--- src/rtl/fetch_sequencer.sv ---
// -----------------------------------------------------------------------------
// fetch_sequencer
//
// Instruction-fetch sequencer. Owns the architectural PC and issues one request
// at a time to instruction memory. Each fetched word is held for decode on a
// valid/ready handshake. A taken branch (branch & zero) redirects the PC in any
// state. A fetch that is still in flight when a redirect or reset occurs is
// marked stale and its response is discarded.
//
// Parameters
//   RESET_PC        PC loaded on reset (word aligned)
//
// Ports
//   clk             clock, all state on posedge
//   rst             synchronous, active-high reset
//   imem_req_valid  fetch request valid (registered)
//   imem_req_ready  imem accepts request
//   imem_req_addr   fetch address, word aligned (registered, equals the PC)
//   imem_rsp_valid  read data valid, one per accepted request
//   imem_rsp_data   instruction word
//   branch          branch resolved this cycle
//   zero            ALU zero flag; taken = branch & zero
//   branch_dest     redirect target, bits [1:0] forced to 0
//   if_valid        fetched instruction valid to decode
//   if_ready        decode accepts
//   if_instr        fetched instruction
//   if_pc           address of if_instr
//
// Optional build macro FETCH_PERF_EN adds:
//   perf_fetch_cnt  number of decode transfers (wraps at 2^32)
//   perf_flush_cnt  number of redirect cycles (wraps at 2^32)
// -----------------------------------------------------------------------------
module fetch_sequencer #(
    parameter logic [31:0] RESET_PC = 32'h0000_0000
) (
    input  logic        clk,
    input  logic        rst,
    output logic        imem_req_valid,
    input  logic        imem_req_ready,
    output logic [31:0] imem_req_addr,
    input  logic        imem_rsp_valid,
    input  logic [31:0] imem_rsp_data,
    input  logic        branch,
    input  logic        zero,
    input  logic [31:0] branch_dest,
    output logic        if_valid,
    input  logic        if_ready,
    output logic [31:0] if_instr,
    output logic [31:0] if_pc
`ifdef FETCH_PERF_EN
    ,
    output logic [31:0] perf_fetch_cnt,
    output logic [31:0] perf_flush_cnt
`endif
);

    typedef enum logic [1:0] {
        REQ  = 2'd0,
        WAIT = 2'd1,
        HOLD = 2'd2
    } state_t;

    state_t      state_reg, state_next;
    logic [31:0] pc_reg, pc_next;
    logic        drop_reg, drop_next;
    logic        req_valid_reg;
    logic        if_valid_reg;
    logic [31:0] if_instr_reg;
    logic [31:0] if_pc_reg;
    logic        capture;

    logic        taken;
    logic        req_fire;
    logic        xfer;
    logic [31:0] dest;
    logic        unused_dest_bits;

    assign taken            = branch & zero;
    assign req_fire         = req_valid_reg & imem_req_ready;
    assign xfer             = if_valid_reg & if_ready;
    assign dest             = {branch_dest[31:2], 2'b00};
    assign unused_dest_bits = ^branch_dest[1:0];

    always_comb begin
        state_next = state_reg;
        pc_next    = pc_reg;
        drop_next  = drop_reg;
        capture    = 1'b0;
        case (state_reg)
            REQ: begin
                // A stale fetch from before a reset may still be outstanding;
                // requests stay off until its response has been swallowed.
                if (drop_reg && imem_rsp_valid) begin
                    drop_next = 1'b0;
                end
                if (req_fire) begin
                    state_next = WAIT;
                end
                if (taken) begin
                    pc_next = dest;
                    if (req_fire) begin
                        drop_next = 1'b1;
                    end
                end
            end
            WAIT: begin
                if (imem_rsp_valid) begin
                    drop_next = 1'b0;
                    if (drop_reg || taken) begin
                        state_next = REQ;
                    end else begin
                        state_next = HOLD;
                        capture    = 1'b1;
                        pc_next    = pc_reg + 32'd4;
                    end
                end else if (taken) begin
                    drop_next = 1'b1;
                end
                if (taken) begin
                    pc_next = dest;
                end
            end
            HOLD: begin
                if (taken) begin
                    state_next = REQ;
                    pc_next    = dest;
                end else if (xfer) begin
                    state_next = REQ;
                end
            end
            default: begin
                state_next = REQ;
            end
        endcase
    end

    always_ff @(posedge clk) begin
        if (rst) begin
            state_reg     <= REQ;
            pc_reg        <= RESET_PC;
            req_valid_reg <= 1'b0;
            if_valid_reg  <= 1'b0;
            if_instr_reg  <= 32'h0;
            if_pc_reg     <= 32'h0;
            // Remember a request that imem still owes us a response for.
            drop_reg      <= ((state_reg == WAIT) && !imem_rsp_valid) ||
                             ((state_reg == REQ) && req_fire);
        end else begin
            state_reg     <= state_next;
            pc_reg        <= pc_next;
            drop_reg      <= drop_next;
            req_valid_reg <= (state_next == REQ) && !drop_next;
            if_valid_reg  <= (state_next == HOLD);
            if (capture) begin
                if_instr_reg <= imem_rsp_data;
                if_pc_reg    <= pc_reg;
            end
        end
    end

`ifdef FETCH_PERF_EN
    logic [31:0] perf_fetch_reg;
    logic [31:0] perf_flush_reg;

    always_ff @(posedge clk) begin
        if (rst) begin
            perf_fetch_reg <= 32'h0;
            perf_flush_reg <= 32'h0;
        end else begin
            if (xfer) begin
                perf_fetch_reg <= perf_fetch_reg + 32'd1;
            end
            if (taken) begin
                perf_flush_reg <= perf_flush_reg + 32'd1;
            end
        end
    end

    assign perf_fetch_cnt = perf_fetch_reg;
    assign perf_flush_cnt = perf_flush_reg;
`endif

    assign imem_req_valid = req_valid_reg;
    assign imem_req_addr  = pc_reg;
    assign if_valid       = if_valid_reg;
    assign if_instr       = if_instr_reg;
    assign if_pc          = if_pc_reg;

endmodule

--- config.mk ---
export PLATFORM = sky130hd
export DESIGN_NAME = fetch_sequencer
export DESIGN_NICKNAME = d
export VERILOG_FILES = /design/src/rtl/fetch_sequencer.sv
export SDC_FILE = /design/constraint.sdc
export NUM_CORES = 1
export LEC_CHECK = 0
export ABC_CLOCK_PERIOD_IN_PS = 1750
export CAP_MARGIN = 20
export CORE_ASPECT_RATIO = 0.6
export CORE_MARGIN = 4
export CORE_UTILIZATION = 40
export DETAILED_ROUTE_END_ITERATION = 16
export GPL_ROUTABILITY_DRIVEN = 0
export GPL_TIMING_DRIVEN = 1
export PLACE_DENSITY = 0.8
export REMOVE_ABC_BUFFERS = 1
export SETUP_SLACK_MARGIN = 0.2
export SYNTH_ARGS = -nofsm -noshare
export SYNTH_HDL_FRONTEND = slang
export SYNTH_SLANG_ARGS = --single-unit
--- constraint.sdc ---
create_clock -name clk -period 1.75 [get_ports clk]
set_input_delay 0.2625 -clock clk [delete_from_list [all_inputs] [get_ports clk]]
set_output_delay 0.2625 -clock clk [all_outputs]
set_load 0.1 [all_outputs]
# --- After elaboration in Yosys (flattened, before gate mapping) ---
# Cells that the tools add are included.
op_classes:
  n_bitwise: 3
  n_mux: 21
  add_sub_neg: 1
  reduce_logical: 13
  eq_ne: 6
ops:
  columns: ["operator", "count"]
  rows:
  - ["32-bit 2-to-1 mux", 4]
  - ["32-bit one-hot mux with 2 select lines", 1]
  - ["32-bit by 3-bit adder with 32-bit output (second input constant)", 1]
  - ["2-bit 2-to-1 mux", 5]
  - ["1-bit 2-to-1 mux", 9]
  - ["3-bit != test (second input constant)", 2]
  - ["2-bit one-hot mux with 3 select lines", 1]
  - ["2-bit == test (second input constant)", 2]
  - ["1-bit logical AND", 4]
  - ["2-bit logical NOT", 2]
  - ["4-bit AND reduction", 1]
  - ["1-bit bitwise AND", 3]
  - ["2-bit by 1-bit == test with 1-bit output (second input constant)", 1]
  - ["1-bit logical NOT", 2]
  - ["1-bit logical OR", 2]
  - ["2-bit by 1-bit != test with 1-bit output (second input constant)", 1]
  - ["1-bit one-hot mux with 2 select lines", 1]
  - ["2-bit nonzero test", 1]
  - ["2-bit OR reduction", 1]
totals:
  word_cells: 51
  input_bits: 71
  regBits: 101
  out_inout_bits: 98

# --- Longest topological paths before layout ---
depth:
  ltp_word: 7
  ltp_mapped: 7
  ltp_nobuf: 5

# --- Worst setup path before layout ---
# Ideal clock, no wire load.
synth_timing:
  path_kind: "reg2reg"
  startpoint: "register pc_reg[3] (netlist: imem_req_addr[3])"
  endpoint: "register pc_reg[16] (netlist: imem_req_addr[16])"
  stages_incl_launch_ff: 6
  setup_slack_ns: -0.773
  synth_period_minus_slack_ns: 2.523
  setup_time_ns: 0.118
  arrival_time_ns: 2.406
  cell_sequence: "dfxtp_1 ha_1 nand3_1 nor4_1 nand2_1 o2111a_1"
synth_via:
  elab_chain_cells: 5
synth_lines:
  columns: ["item", "line_no", "text"]
  rows:
  - ["from (decl)", "64", "logic [31:0] pc_reg, pc_next;"]
  - ["from (signal assigned)", "150", "pc_reg <= pc_next;"]
  - ["32-bit by 3-bit adder with 32-bit output", "114", "pc_next = pc_reg + 32'd4;"]
  - ["32-bit 2-to-1 mux", "109", "if (drop_reg || taken) begin"]
  - ["32-bit 2-to-1 mux", "107", "if (imem_rsp_valid) begin"]
  - ["32-bit 2-to-1 mux", "119", "if (taken) begin"]
  - ["32-bit one-hot mux with 2 select lines", "89", "case (state_reg)"]
# No other way between the ends. The select of a mux whose other input is x is not followed.
# A chain may end at the register's enable or synchronous reset.

# --- Worst setup path in the final report ---
layout_timing:
  startpoint: "register pc_reg[25] (netlist: imem_req_addr[25])"
  endpoint: "register pc_reg[29] (netlist: imem_req_addr[29])"
# Same word-level chain as after synthesis.

==> results.md <==
* Crit path capture type: register
* Final setup violating endpoints at 1
* Root buf cell: clkbuf_16
* Cell Area, Placed at 7220 um^2
* DP Worst Slack at -0.428 ns
* Kind of start point of the critical path: register
* RSZ-0062 raised after global routing: true
* Largest area contributor in the netlist: dfxtp_1
* Mean Syn Cell Area at 7.90 um^2
* TritonCTS Sinks at 97
* Period minus WS final at 1.77 ns
* H-tree levels at 3
* Avg WL per Cell at 20.8 um
* Nets at 893
* WP data required at 2.00 ns
* DR iter-0 viols at 699
* Leakage dissipation at 3.36 nW
* Post-synth EDFFs at 0
* DRC violations left at 0
* DP HPWL at 12.4 mm
* Grt ovf at 0
* Mux share of post-synthesis cell area at 0%
* Synthesized area at 4540 um^2
* Die ar. at 13,200 um^2
* Vias in the first global route at 5,433
* Adder-cell share of the synthesized area at 0.276%
* TritonCTS buffer count at 9
* Synth top area cells: dfxtp_1 43%, nand2_1 12%, a21oi_1 8.8%, clkbuf_1 2.1%, o21ai_0 2.0%
* Placed instance count at 916
* R2R Path End: imem_req_addr[29]$_SDFFE_PP0P_
* Antenna violations before repair at 0
* Worst Setup Path Type: reg -> reg
* Synth Area in Compound Gates at 23.8%
* Setup ws final at -0.0237 ns
* Core Util, Final at 78.1%
* PwrDens at 757 nW/um^2
* GRT Util Overall at 26.3%
* Final Cycle Share at 101%
* Dominant synthesized flop cell: dfxtp_1
* Final Hold Viols at 0
* Failing checks: setup timing
* Share of layout cells above drive strength 1 at 38.7%
* Total power draw at 0.00639 W
* Synth-to-Final Area Change at 86.0%
* Final non-filler cell total at 965
* Flop-to-flop setup slack at -0.02 ns
* Synthesized instance count at 575
* Largest net degree at the start of global routing at 45
* Max FFs per register at 32
* Distinct cells, synth at 64
* Async S/R FF share, synth at 0%
* First-pass GRT wire length at 28.5 mm
* Top cell type's share of synthesized area at 42.8%
* Hold Crit Class: in -> reg
* Drt pass-1 iters at 6
* Setup Skew at 0.00821 ns
* CTS tree: done
* Main combinational cell family by area after synthesis: simple AND/OR/NAND/NOR gates
* Final ANT Viol Nets at 0
* Clock Latency Late Sink at 0.35 ns
* Clk slew on worst S/H paths at 0.07 ns
* Reg2reg start: imem_req_addr[25]$_SDFFE_PP0P_
* N_diodes at 0
* Max frequency at 564 MHz
* Max-slew violation count at 0
* WHS Path Cells at 2
* Hold_sp: rst
* CTS max path bufs at 2
* Initial Utilization at 42.0%
* Status: finished with violations
* Cts hold-fix bufs at 0
* Post-synthesis xor/xnor area fraction at 0%
* Maximum vdd drop at 0.505 mV
* CP startpoint: imem_req_addr[25]$_SDFFE_PP0P_
* Row count at 29
* Port Buffers at 162
* Multi-input gate area at 2680 um^2
* Worst slew pin tran at 0.572 ns
* Final wirelength at 20.1 mm
* Core ar. at 10,800 um^2
* Synthesis-stage register bit count at 97
* # IOs at 169
* Max_cap viols at 0
* Synth Area in Simple Gates at 26.2%
* Crit-path max FO at 2
* Design Area, Final at 8440 um^2
* Ys Warns at 0
* Post-synthesis sequential area ratio at 42.8%
* Worst Path Arrival at 2.02 ns
* FF/Latch Area at 2000 um^2
* Fill cell total of the finished layout at 626
* Worst min-delay path endpoint: state_reg[1]$_SDFF_PP0_
* Die Wd at 146 um
* Rel. slew slack at 61.9%
* Vias at 5,773
* Die height at 90.5 um
* R2R depth at 4
* DR vias/cell at 5.98
-- Yosys cell counts, drive strengths merged (2+ instances only) --
master	number
o221ai	2
nor4	7
inv	7
a211o	4
buf	19
o22ai	3
nand2b	2
o21ai	19
a211oi	6
nand3b	4
and3	5
a31oi	9
o311ai	2
and2	7
clkbuf	30
a21oi	80
a311oi	5
nand3	10
nor2b	2
a21boi	4
or4	2
a32oi	7
nor3	7
nor2	19
dfxtp	97
and4	8
o211ai	9
nor3b	3
nand4	16
nand2	150
a221oi	3
or3	3
o32ai	2
o211a	2
-- critical path, stage by stage (launching register included) --
cell and delay, ns:
dfxtp_2 0.36, nand4_4 0.11, or4_4 0.56, or4_4 0.50
o211ai_1 0.15
-- per-layer routing --
layer	vias up	part of all wire, %	GRT usage, %
met5	-	0	0
met4	0	5.4	10.6
met3	106	12	10.8
met2	429	44	41.7
met1	2687	38	31.8
li1	2551	-	-
-- metrics by stage --
step                setup TNS (ns)  hold slack (ns)
finish                     -0.0237            0.209
global route                -0.108            0.216
CTS                              0            0.176
detailed placement          -28.07            0.448
global placement            -19.76            0.442
floorplan                  -115.25            0.332
-- placed cells by master, fill, tap and decap left out, drive strengths merged, types with 2 or more instances in the layout --
cell type,n
o21ai,19
dfxtp,97
a21boi,4
a31oi,9
o22ai,3
o221ai,2
clkdlybuf4s50,64
a211o,4
or4,2
o32ai,2
nand2,150
and3,5
nor3,7
a22o,2
nand4,16
buf,208
dlymetal6s2s,2
and4,8
nand3b,4
o311ai,2
nor3b,3
or3,3
a211oi,6
conb,4
nor2,19
nand3,10
a311oi,5
o211ai,9
nor2b,2
nand2b,2
a32oi,7
and2,7
a21oi,80
a221oi,3
clkbuf,17
o211a,2
bufinv,2
nor4,7
inv,8
-- how the worst max path moves through the flow --
| stage | endpoint |
|---|---|
| floorplan | imem_req_addr[24]$_SDFFE_PP0P_ |
| CTS | imem_req_addr[29]$_SDFFE_PP0P_ |
| global route | imem_req_addr[29]$_SDFFE_PP0P_ |
| finish | imem_req_addr[29]$_SDFFE_PP0P_ |
| detailed placement | if_instr[27]$_SDFFE_PP0P_ |
| global placement | if_pc[15]$_SDFFE_PP0P_ |
-- report_power, final --
part,switching (W),internal (W)
clock network,0.000887,0.00134
registers,0.0000907,0.00229
logic,0.00108,0.000714
-- cells by family after synthesis --
family / Yosys count
and+or+nand+nor: 249
AOI/OAI and AO/OA: 171
DFF: 97
buffers and inverters: 56
adders and majority gates: 1
other: 1
-- cell type report --
class	count	share of cell area, %
multi-input combinational	426	31.8
timing repair buffer	280	38.3
inverter	7	0.311
clock inverter	4	0.874
tap	139	2.06
clock buffer	12	3.04
sequential	97	23.7
-- timing repair --
| action | CTS | global route |
|---|---|---|
| endpoints found under the hold margin | 0 | 0 |
| cloned | 1 | 7 |
| gates resized for setup | 53 | 96 |
| setup endpoints to repair | 89 | 93 |
| pin swaps | 16 | 33 |
| buffers inserted | 11 | 14 |
Power figures use the tool's default switching activity.
